$ cat src/rtl/sdp_ram_bypass.sv
// sdp_ram_bypass: parametrised simple dual-port RAM with one write port and
// one read port on a single clock. Writes are byte-lane masked. A read and a
// write to the same in-range address in the same cycle resolve write-first:
// the read returns the merged word that the array holds after the write.
// Read latency is 1 or 2 cycles, and reads are qualified by a one-cycle
// rd_valid pulse. Out-of-range writes are dropped. Out-of-range reads return 0.
//
// Build option: define SDP_RAM_COLL_CNT_EN to add the 16-bit saturating
// coll_cnt output. It counts in-range same-address read/write collisions.
// When the macro is undefined, the port and the counter are absent.
module sdp_ram_bypass #(
    parameter int DATA_W     = 16,
    parameter int BYTE_W     = 8,
    parameter int ADDR_W     = 8,
    parameter int DEPTH      = 256,
    parameter int RD_LATENCY = 1
) (
    input  logic                     clk,
    input  logic                     rst,
    input  logic                     wr_en,
    input  logic [ADDR_W-1:0]        wr_addr,
    input  logic [DATA_W/BYTE_W-1:0] wr_be,
    input  logic [DATA_W-1:0]        wr_data,
    input  logic                     rd_en,
    input  logic [ADDR_W-1:0]        rd_addr,
    output logic [DATA_W-1:0]        rd_data,
    output logic                     rd_valid
`ifdef SDP_RAM_COLL_CNT_EN
    ,
    output logic [15:0]              coll_cnt
`endif
);

    localparam int BE_W = DATA_W / BYTE_W;

    // DEPTH held in ADDR_W+1 bits so that DEPTH == 2**ADDR_W is representable.
    localparam logic [ADDR_W:0] DEPTH_C = (ADDR_W + 1)'(DEPTH);

    // ------------------------------------------------------------------
    // Elaboration-time parameter legality
    // ------------------------------------------------------------------
    if ((RD_LATENCY != 1) && (RD_LATENCY != 2)) begin : g_bad_latency
        $error("sdp_ram_bypass: RD_LATENCY must be 1 or 2");
    end

    if ((BYTE_W < 1) || ((DATA_W % BYTE_W) != 0)) begin : g_bad_lanes
        $error("sdp_ram_bypass: DATA_W must be a non-zero multiple of BYTE_W");
    end

    if ((DEPTH < 1) || (DEPTH > (2 ** ADDR_W))) begin : g_bad_depth
        $error("sdp_ram_bypass: DEPTH must satisfy 1 <= DEPTH <= 2**ADDR_W");
    end

    // ------------------------------------------------------------------
    // Helpers
    // ------------------------------------------------------------------

    // Per-lane merge: lanes with be set take new_w, all other lanes keep old_w.
    function automatic logic [DATA_W-1:0] lane_merge(
        input logic [DATA_W-1:0] old_w,
        input logic [DATA_W-1:0] new_w,
        input logic [BE_W-1:0]   be
    );
        logic [DATA_W-1:0] res;
        res = old_w;
        for (int i = 0; i < BE_W; i++) begin
            if (be[i]) begin
                res[i*BYTE_W +: BYTE_W] = new_w[i*BYTE_W +: BYTE_W];
            end else begin
                res[i*BYTE_W +: BYTE_W] = old_w[i*BYTE_W +: BYTE_W];
            end
        end
        return res;
    endfunction

    // True when addr selects a physical word (addr < DEPTH).
    function automatic logic addr_in_range(input logic [ADDR_W-1:0] addr);
        return ({1'b0, addr} < DEPTH_C);
    endfunction

    // ------------------------------------------------------------------
    // Storage and pipeline state
    // ------------------------------------------------------------------
    logic [DATA_W-1:0] mem_q [0:DEPTH-1];

    logic              s1_valid_q;
    logic              s1_valid_d;
    logic [DATA_W-1:0] s1_data_q;
    logic [DATA_W-1:0] s1_data_d;
    logic              rd_valid_q;
    logic              rd_valid_d;
    logic [DATA_W-1:0] rd_data_q;
    logic [DATA_W-1:0] rd_data_d;

    logic              wr_in_range_s;
    logic              rd_in_range_s;
    logic              wr_ok_s;
    logic              rd_ok_s;
    logic              coll_s;
    logic [DATA_W-1:0] mem_rd_s;
    logic [DATA_W-1:0] rd_word_s;

    // Request qualification. Reset wins over both ports, and out-of-range
    // writes never touch the array.
    always_comb begin
        wr_in_range_s = addr_in_range(wr_addr);
        rd_in_range_s = addr_in_range(rd_addr);
        wr_ok_s       = (~rst) & wr_en & wr_in_range_s;
        rd_ok_s       = (~rst) & rd_en;
        coll_s        = wr_ok_s & rd_ok_s & rd_in_range_s & (wr_addr == rd_addr);
    end

    // Array read word with the write-first bypass. Out-of-range reads yield 0,
    // so no unwritten or nonexistent location can leak X into the pipeline.
    always_comb begin
        if (rd_in_range_s) begin
            mem_rd_s = mem_q[rd_addr];
        end else begin
            mem_rd_s = '0;
        end

        if (!rd_in_range_s) begin
            rd_word_s = '0;
        end else if (coll_s) begin
            rd_word_s = lane_merge(mem_rd_s, wr_data, wr_be);
        end else begin
            rd_word_s = mem_rd_s;
        end
    end

    // Byte-masked array write. The array is deliberately never reset, so its
    // contents persist across rst.
    always_ff @(posedge clk) begin
        if (wr_ok_s) begin
            for (int i = 0; i < BE_W; i++) begin
                if (wr_be[i]) begin
                    mem_q[wr_addr][i*BYTE_W +: BYTE_W] <= wr_data[i*BYTE_W +: BYTE_W];
                end
            end
        end
    end

    // Next-state for the read pipeline. Latency 1 loads the output register
    // straight from the array word. Latency 2 goes through the stage-1
    // register first. The data registers hold whenever no read lands.
    always_comb begin
        s1_valid_d = rd_ok_s;
        if (rd_ok_s) begin
            s1_data_d = rd_word_s;
        end else begin
            s1_data_d = s1_data_q;
        end

        if (RD_LATENCY == 2) begin
            rd_valid_d = s1_valid_q;
            if (s1_valid_q) begin
                rd_data_d = s1_data_q;
            end else begin
                rd_data_d = rd_data_q;
            end
        end else begin
            rd_valid_d = rd_ok_s;
            if (rd_ok_s) begin
                rd_data_d = rd_word_s;
            end else begin
                rd_data_d = rd_data_q;
            end
        end
    end

    // Pipeline registers. Reset clears every stage, so a read still in
    // flight is dropped.
    always_ff @(posedge clk) begin
        if (rst) begin
            s1_valid_q <= 1'b0;
            s1_data_q  <= '0;
            rd_valid_q <= 1'b0;
            rd_data_q  <= '0;
        end else begin
            s1_valid_q <= s1_valid_d;
            s1_data_q  <= s1_data_d;
            rd_valid_q <= rd_valid_d;
            rd_data_q  <= rd_data_d;
        end
    end

    assign rd_data  = rd_data_q;
    assign rd_valid = rd_valid_q;

`ifdef SDP_RAM_COLL_CNT_EN
    logic [15:0] coll_cnt_q;
    logic [15:0] coll_cnt_d;

    // Saturating count of in-range collisions. coll_s is already false
    // during reset.
    always_comb begin
        if (coll_s && (coll_cnt_q != 16'hFFFF)) begin
            coll_cnt_d = coll_cnt_q + 16'd1;
        end else begin
            coll_cnt_d = coll_cnt_q;
        end
    end

    // Collision counter register.
    always_ff @(posedge clk) begin
        if (rst) begin
            coll_cnt_q <= 16'd0;
        end else begin
            coll_cnt_q <= coll_cnt_d;
        end
    end

    assign coll_cnt = coll_cnt_q;
`endif

endmodule

$ cat config.mk
export PLATFORM = sky130hd
export DESIGN_NAME = sdp_ram_bypass
export DESIGN_NICKNAME = d
export VERILOG_FILES = /design/src/rtl/sdp_ram_bypass.sv
export SDC_FILE = /design/constraint.sdc
export NUM_CORES = 2
export LEC_CHECK = 0
export BUFFER_PORTS_ARGS = -buffer_cell sky130_fd_sc_hd__buf_2
export CELL_PAD_IN_SITES_DETAIL_PLACEMENT = 0
export CELL_PAD_IN_SITES_GLOBAL_PLACEMENT = 1
export CORE_UTILIZATION = 36
export DETAILED_ROUTE_END_ITERATION = 8
export PLACE_DENSITY = 0.63
export SKIP_CTS_REPAIR_TIMING = 1
export SYNTH_ARGS = -nofsm -noshare
export SYNTH_HDL_FRONTEND = slang
export SYNTH_SLANG_ARGS = --single-unit
$ cat constraint.sdc
create_clock -name clk -period 4.3 [get_ports clk]
set_input_delay 0.86 -clock clk [delete_from_list [all_inputs] [get_ports clk]]
set_output_delay 0.86 -clock clk [all_outputs]
set_load 0.02 [all_outputs]
======== After elaboration in Yosys (flattened, before gate mapping) ========
Memory sizes are Yosys's and may differ from the RTL's.
Cells that the tools add are included.
Widths: inputs -> output; s select.
storage, ports and cells
  output and inout port bits .............. 17
  logic and storage cells ................. 18
  bits in writable memories ............... 4096
  register bits ........................... 17
  memories ................................ 1
  input bits .............................. 38
operators by class
  bitwise logic cells ..................... 5
  equal/unequal tests ..................... 1
  muxes and demuxes ....................... 9
memory list
  memory  depth  width  read ports  clocked after Yosys merged registers in  write ports  RTL line  RTL
  mem_q   256    16     1           0                                        1            84        logic [DATA_W-1:0] mem_q [0:DEPTH-1];
operators by type and width
  cell         count
  $mux 16      1
  $mux 8       2
  $eq 8x8->1   1
  $mux 1       6
  $and 1x1->1  4
  $not 1->1    1

======== Depth between registers and ports, before layout ========
  depth after elaboration ................. 5
  depth in mapped cells ................... 14

======== Least setup slack after synthesis ========
OpenSTA, ideal clock, no wires.
  path type ............................... in2reg
  start point ............................. input rd_addr[0]
  end point ............................... register rd_data_q[11], in the netlist rd_data[11]
  data required time ...................... 4180 ps
  data arrival time ....................... 3176 ps
  slack ................................... 1005 ps
  path buffers ............................ 5
  stages .................................. 11
  cells stage by stage .................... buf_6 > buf_6 > buf_6 > buf_6 > buf_2 > mux4_2 > o221ai_1 > o211ai_1 > o211ai_1 > o2111ai_1 > o31a_1
between the ends
  word-level cells in the longest chain between the ends .. 3
  elaborated cells on any way between the ends .. 5
  classes of those cells .................. eq/ne: 1; mux: 2; bitwise: 1; memory: 1
ends and longest elaborated chain
  item                                                 RTL line  RTL
  start: declaration                                   25        input logic [ADDR_W-1:0] rd_addr,
  $mem_v2 256x16 / $eq 8x8->1 (equally long branches)  --
  $mux 8 / $and 1x1->1 (equally long branches)         67, 110
  $mux 16 (*)                                          124       end else if (coll_s) begin
  end signal: assignment                               183       rd_data_q <= rd_data_d;
  end: declaration                                     92        logic [DATA_W-1:0] rd_data_q;
Mark *: on every way between the ends. The rest lies on a longest branch, timed or not.
A chain may end at the register's enable or synchronous reset.

======== Worst setup path in the final report ========
  start point ............................. input rst
  end point ............................... memory mem_q[230][7] (enable)
between the ends
  word-level cells in the longest chain between the ends .. 4
ends and longest elaborated chain
  item                          RTL line  RTL
  start: declaration            19        input logic rst,
  $not 1->1                     108       wr_ok_s = (~rst) & wr_en & wr_in_range_s;
  $and 1x1->1                   108
  $mux 1                        134       if (wr_ok_s) begin
  $mux 1 (not written as such)  137       mem_q[wr_addr][i*BYTE_W +: BYTE_W] <= wr_data[i*BYTE_W +: BYTE_W];
  end: declaration              84
No other way between the ends.

==> summary.md <==
| Metric | Value |
|---|---|
| Failing checks | `max-slew violations` |
| Drt pass-1 iters | `7` |
| Post-Layout Cell Count | `14800` |
| Critical path fanouts, max | `17` |
| Nets | `8568` |
| Status | `finished, violations left` |
| Antenna-violating nets left | `0` |
| CTS tree | `built` |
| Final worst slack | `0.563 ns` |
| Placed instance area | `174000 um2` |
| Syn nets | `7527` |
| Design Area, Final | `187000 um2` |
| Share of layout cells above drive strength 1 | `30.8%` |
| Most common flop cell mapped by yosys | `edfxtp_1` |
| Hold_ws | `0.472 ns` |
| Tot GR Track Use | `21.8%` |
| H-tree depth | `5` |
| Final Hold Viols | `0` |
| Final core utilization | `42.5%` |
| Root Buffer Master | `clkbuf_16` |
| Tcrit/Tclk final | `86.9%` |
| Vias/cell | `5.69` |
| Total Power | `84.1 mW` |
| Initial antenna violation count | `48` |
| Pwr dens | `449 nW/um2` |
| First-pass GRT wire length | `682 mm` |
| Die width | `668 um` |
| Sw Share | `22.0%` |
| Synth warn | `0` |
| Max Fclk | `0.268 GHz` |
| Clock share of power | `41.8%` |
| Async set-or-reset flop fraction in the synthesized netlist | `0%` |
| Die area | `446000 um2` |
| Critical Path AT | `4.32 ns` |
| Worst skew pair latency | `0.95 ns` |
| DRC | `0` |
| Initial Util | `36.1%` |
| Number of enable flip-flop cells after synthesis | `4096` |
| Met1 GRT Util | `29.8%` |
| Synth cell types | `67` |
| Clk_skew | `0.0362 ns` |
| CP Class | `primary input to flip-flop` |
| Clk slew on worst S/H paths | `0.06 ns` |
| GR peak layer | `met2` |
| Flops & latches, synth | `4113` |
| R2R depth | `8` |
| Post-Synthesis Cells | `7489` |
| Via count | `84100` |
| Congestion Overflow GR | `0` |
| Vias in the first global route | `84100` |
| Met2 Use GR | `35.4%` |
| Tmin final | `3.74 ns` |
| Initial DRC Count | `11400` |
| Port Buf Inserts | `54` |
| Setup-failing EPs final | `0` |
| Synth Cell Area | `159000 um2` |
| Chip height | `668 um` |
| Setup slack at placement | `-0.322 ns` |
| Most frequent cells in the layout | `4096 x edfxtp_1, 987 x mux4_2, 937 x buf_4` |
| Final Max Slew Viols | `16` |
| Combinational Power Share | `5.7%` |
| WL/cell | `33.3 um` |
| Core footprint | `441000 um2` |
| HPWL Detailed | `321 mm` |
| Max clock buf depth | `4` |
| HP Class | `primary input to flip-flop` |
| Final wirelength | `493 mm` |
| Crit path capture type | `flip-flop` |
| Most common cell after layout, fill and taps aside | `edfxtp_1` |
| Post-synthesis sequential area ratio | `77.4%` |
| Final TNS setup | `0 ns` |
| Req. time, crit path | `4.88 ns` |
| Leakage Power | `59.5 nW` |
| Average cell area after synthesis | `21.3 um2` |
| Max-Cap Viols | `0` |
| Row count | `244` |
| Largest net degree at the start of global routing | `150` |
| Max IR drop VDD | `0.000336 V` |
| Flop pwr share | `52.5%` |
| GRT met3 Usage | `3.91%` |
| CP startpoint kind | `primary input` |
| Worst-margin pin slew | `1.50 ns` |
| Placed cell count | `14000` |
| Num CTS Buffers | `412` |
| Net Sw Power | `18.5 mW` |
| RSZ-0062 raised after global routing | `false` |
| # IOs | `55` |
| CTS sink cnt | `4113` |
| Area grow syn2layout | `17.5%` |
| P_int | `65.6 mW` |
| Worst slew margin | `-0.162%` |
| Hold depth | `1` |
| GPL Wtd Cong | `0.854` |
worst paths after layout:
path / start / end / slack (ns)
worst max-delay path: rst / mem_q[230][7] / 0.56
worst min-delay path: wr_data[10] / mem_q[35][10] / 0.47
worst max register to register: mem_q[13][11] / rd_data[11] / 1.32
worst min register to register: rd_data[9] / rd_data[9] / 0.65
layer usage:
layer | vias to the layer above | routed length (um)
met1 | 45500 | 193000
met4 | 12 | 18100
met5 | - | 126
li1 | 33500 | -
met3 | 779 | 45200
met2 | 4353 | 236000
power by group through the flow:
stage	Sequential, mW	Clock (mW)	Combinational (mW)
3_3_place_gp	45.0	0	4.72
2_1_floorplan	45.0	0	2.11
3_5_place_dp	45.0	0	4.78
4_1_cts	44.2	35.6	4.79
6_report	44.2	35.2	4.79
5_1_grt	44.1	37.0	4.93
state kept, by name, summed over array words and instances, names as in the netlist:
register	cells
mem_q	4096
rd_data	16
rd_valid	1
worst max-delay path: stages:
cell and delay, ns:
buf_2 0.16, inv_1 0.89, and3_1 0.61, buf_4 0.36, nand3_2 0.10, buf_4 0.38
nor2_1 0.86
synthesized netlist by cell type (23+ instances only):
master / n / area, um2
o21ai_0: 62 / 310
mux2i_1: 242 / 2420
nor2_1: 570 / 2140
buf_1: 46 / 173
edfxtp_1: 4096 / 123000
nor3_1: 48 / 240
buf_2: 108 / 541
o221ai_1: 53 / 464
nand3_1: 73 / 365
a221oi_1: 25 / 219
buf_6: 32 / 360
a21oi_1: 85 / 425
a31oi_1: 28 / 175
o22ai_1: 98 / 613
nand2_1: 181 / 679
mux2_2: 26 / 293
a211oi_1: 23 / 173
mux4_2: 987 / 22200
nand2b_1: 24 / 150
a22oi_1: 119 / 893
clkbuf_1: 215 / 807
buf_4: 66 / 495
nor2b_1: 27 / 169
nand4_1: 24 / 150
cell type report:
class                           instances  area, um2
Fill cell                           37900     254000
Clock buffer                          522      10900
Inverter                               21       96.3
Multi-Input combinational cell       2888      33800
Antenna cell                           25       62.6
Timing Repair Buffer                 1094       9580
Sequential cell                      4113     123000
Tap cell                             5904       7390
Clock inverter                        228       2120
logic make-up after synthesis:
| kind of cell | after synthesis | share of synthesized area (%) |
|---|---|---|
| multiplexers | 1258 | 15.7 |
| AO/OA/AOI/OAI | 599 | 2.62 |
| flip-flops | 4113 | 77.4 |
| XOR/XNOR | 8 | 0.0439 |
| AND/OR/NAND/NOR | 1023 | 2.75 |
| buffers and inverters | 488 | 1.54 |
Power figures use the tool's default switching activity.
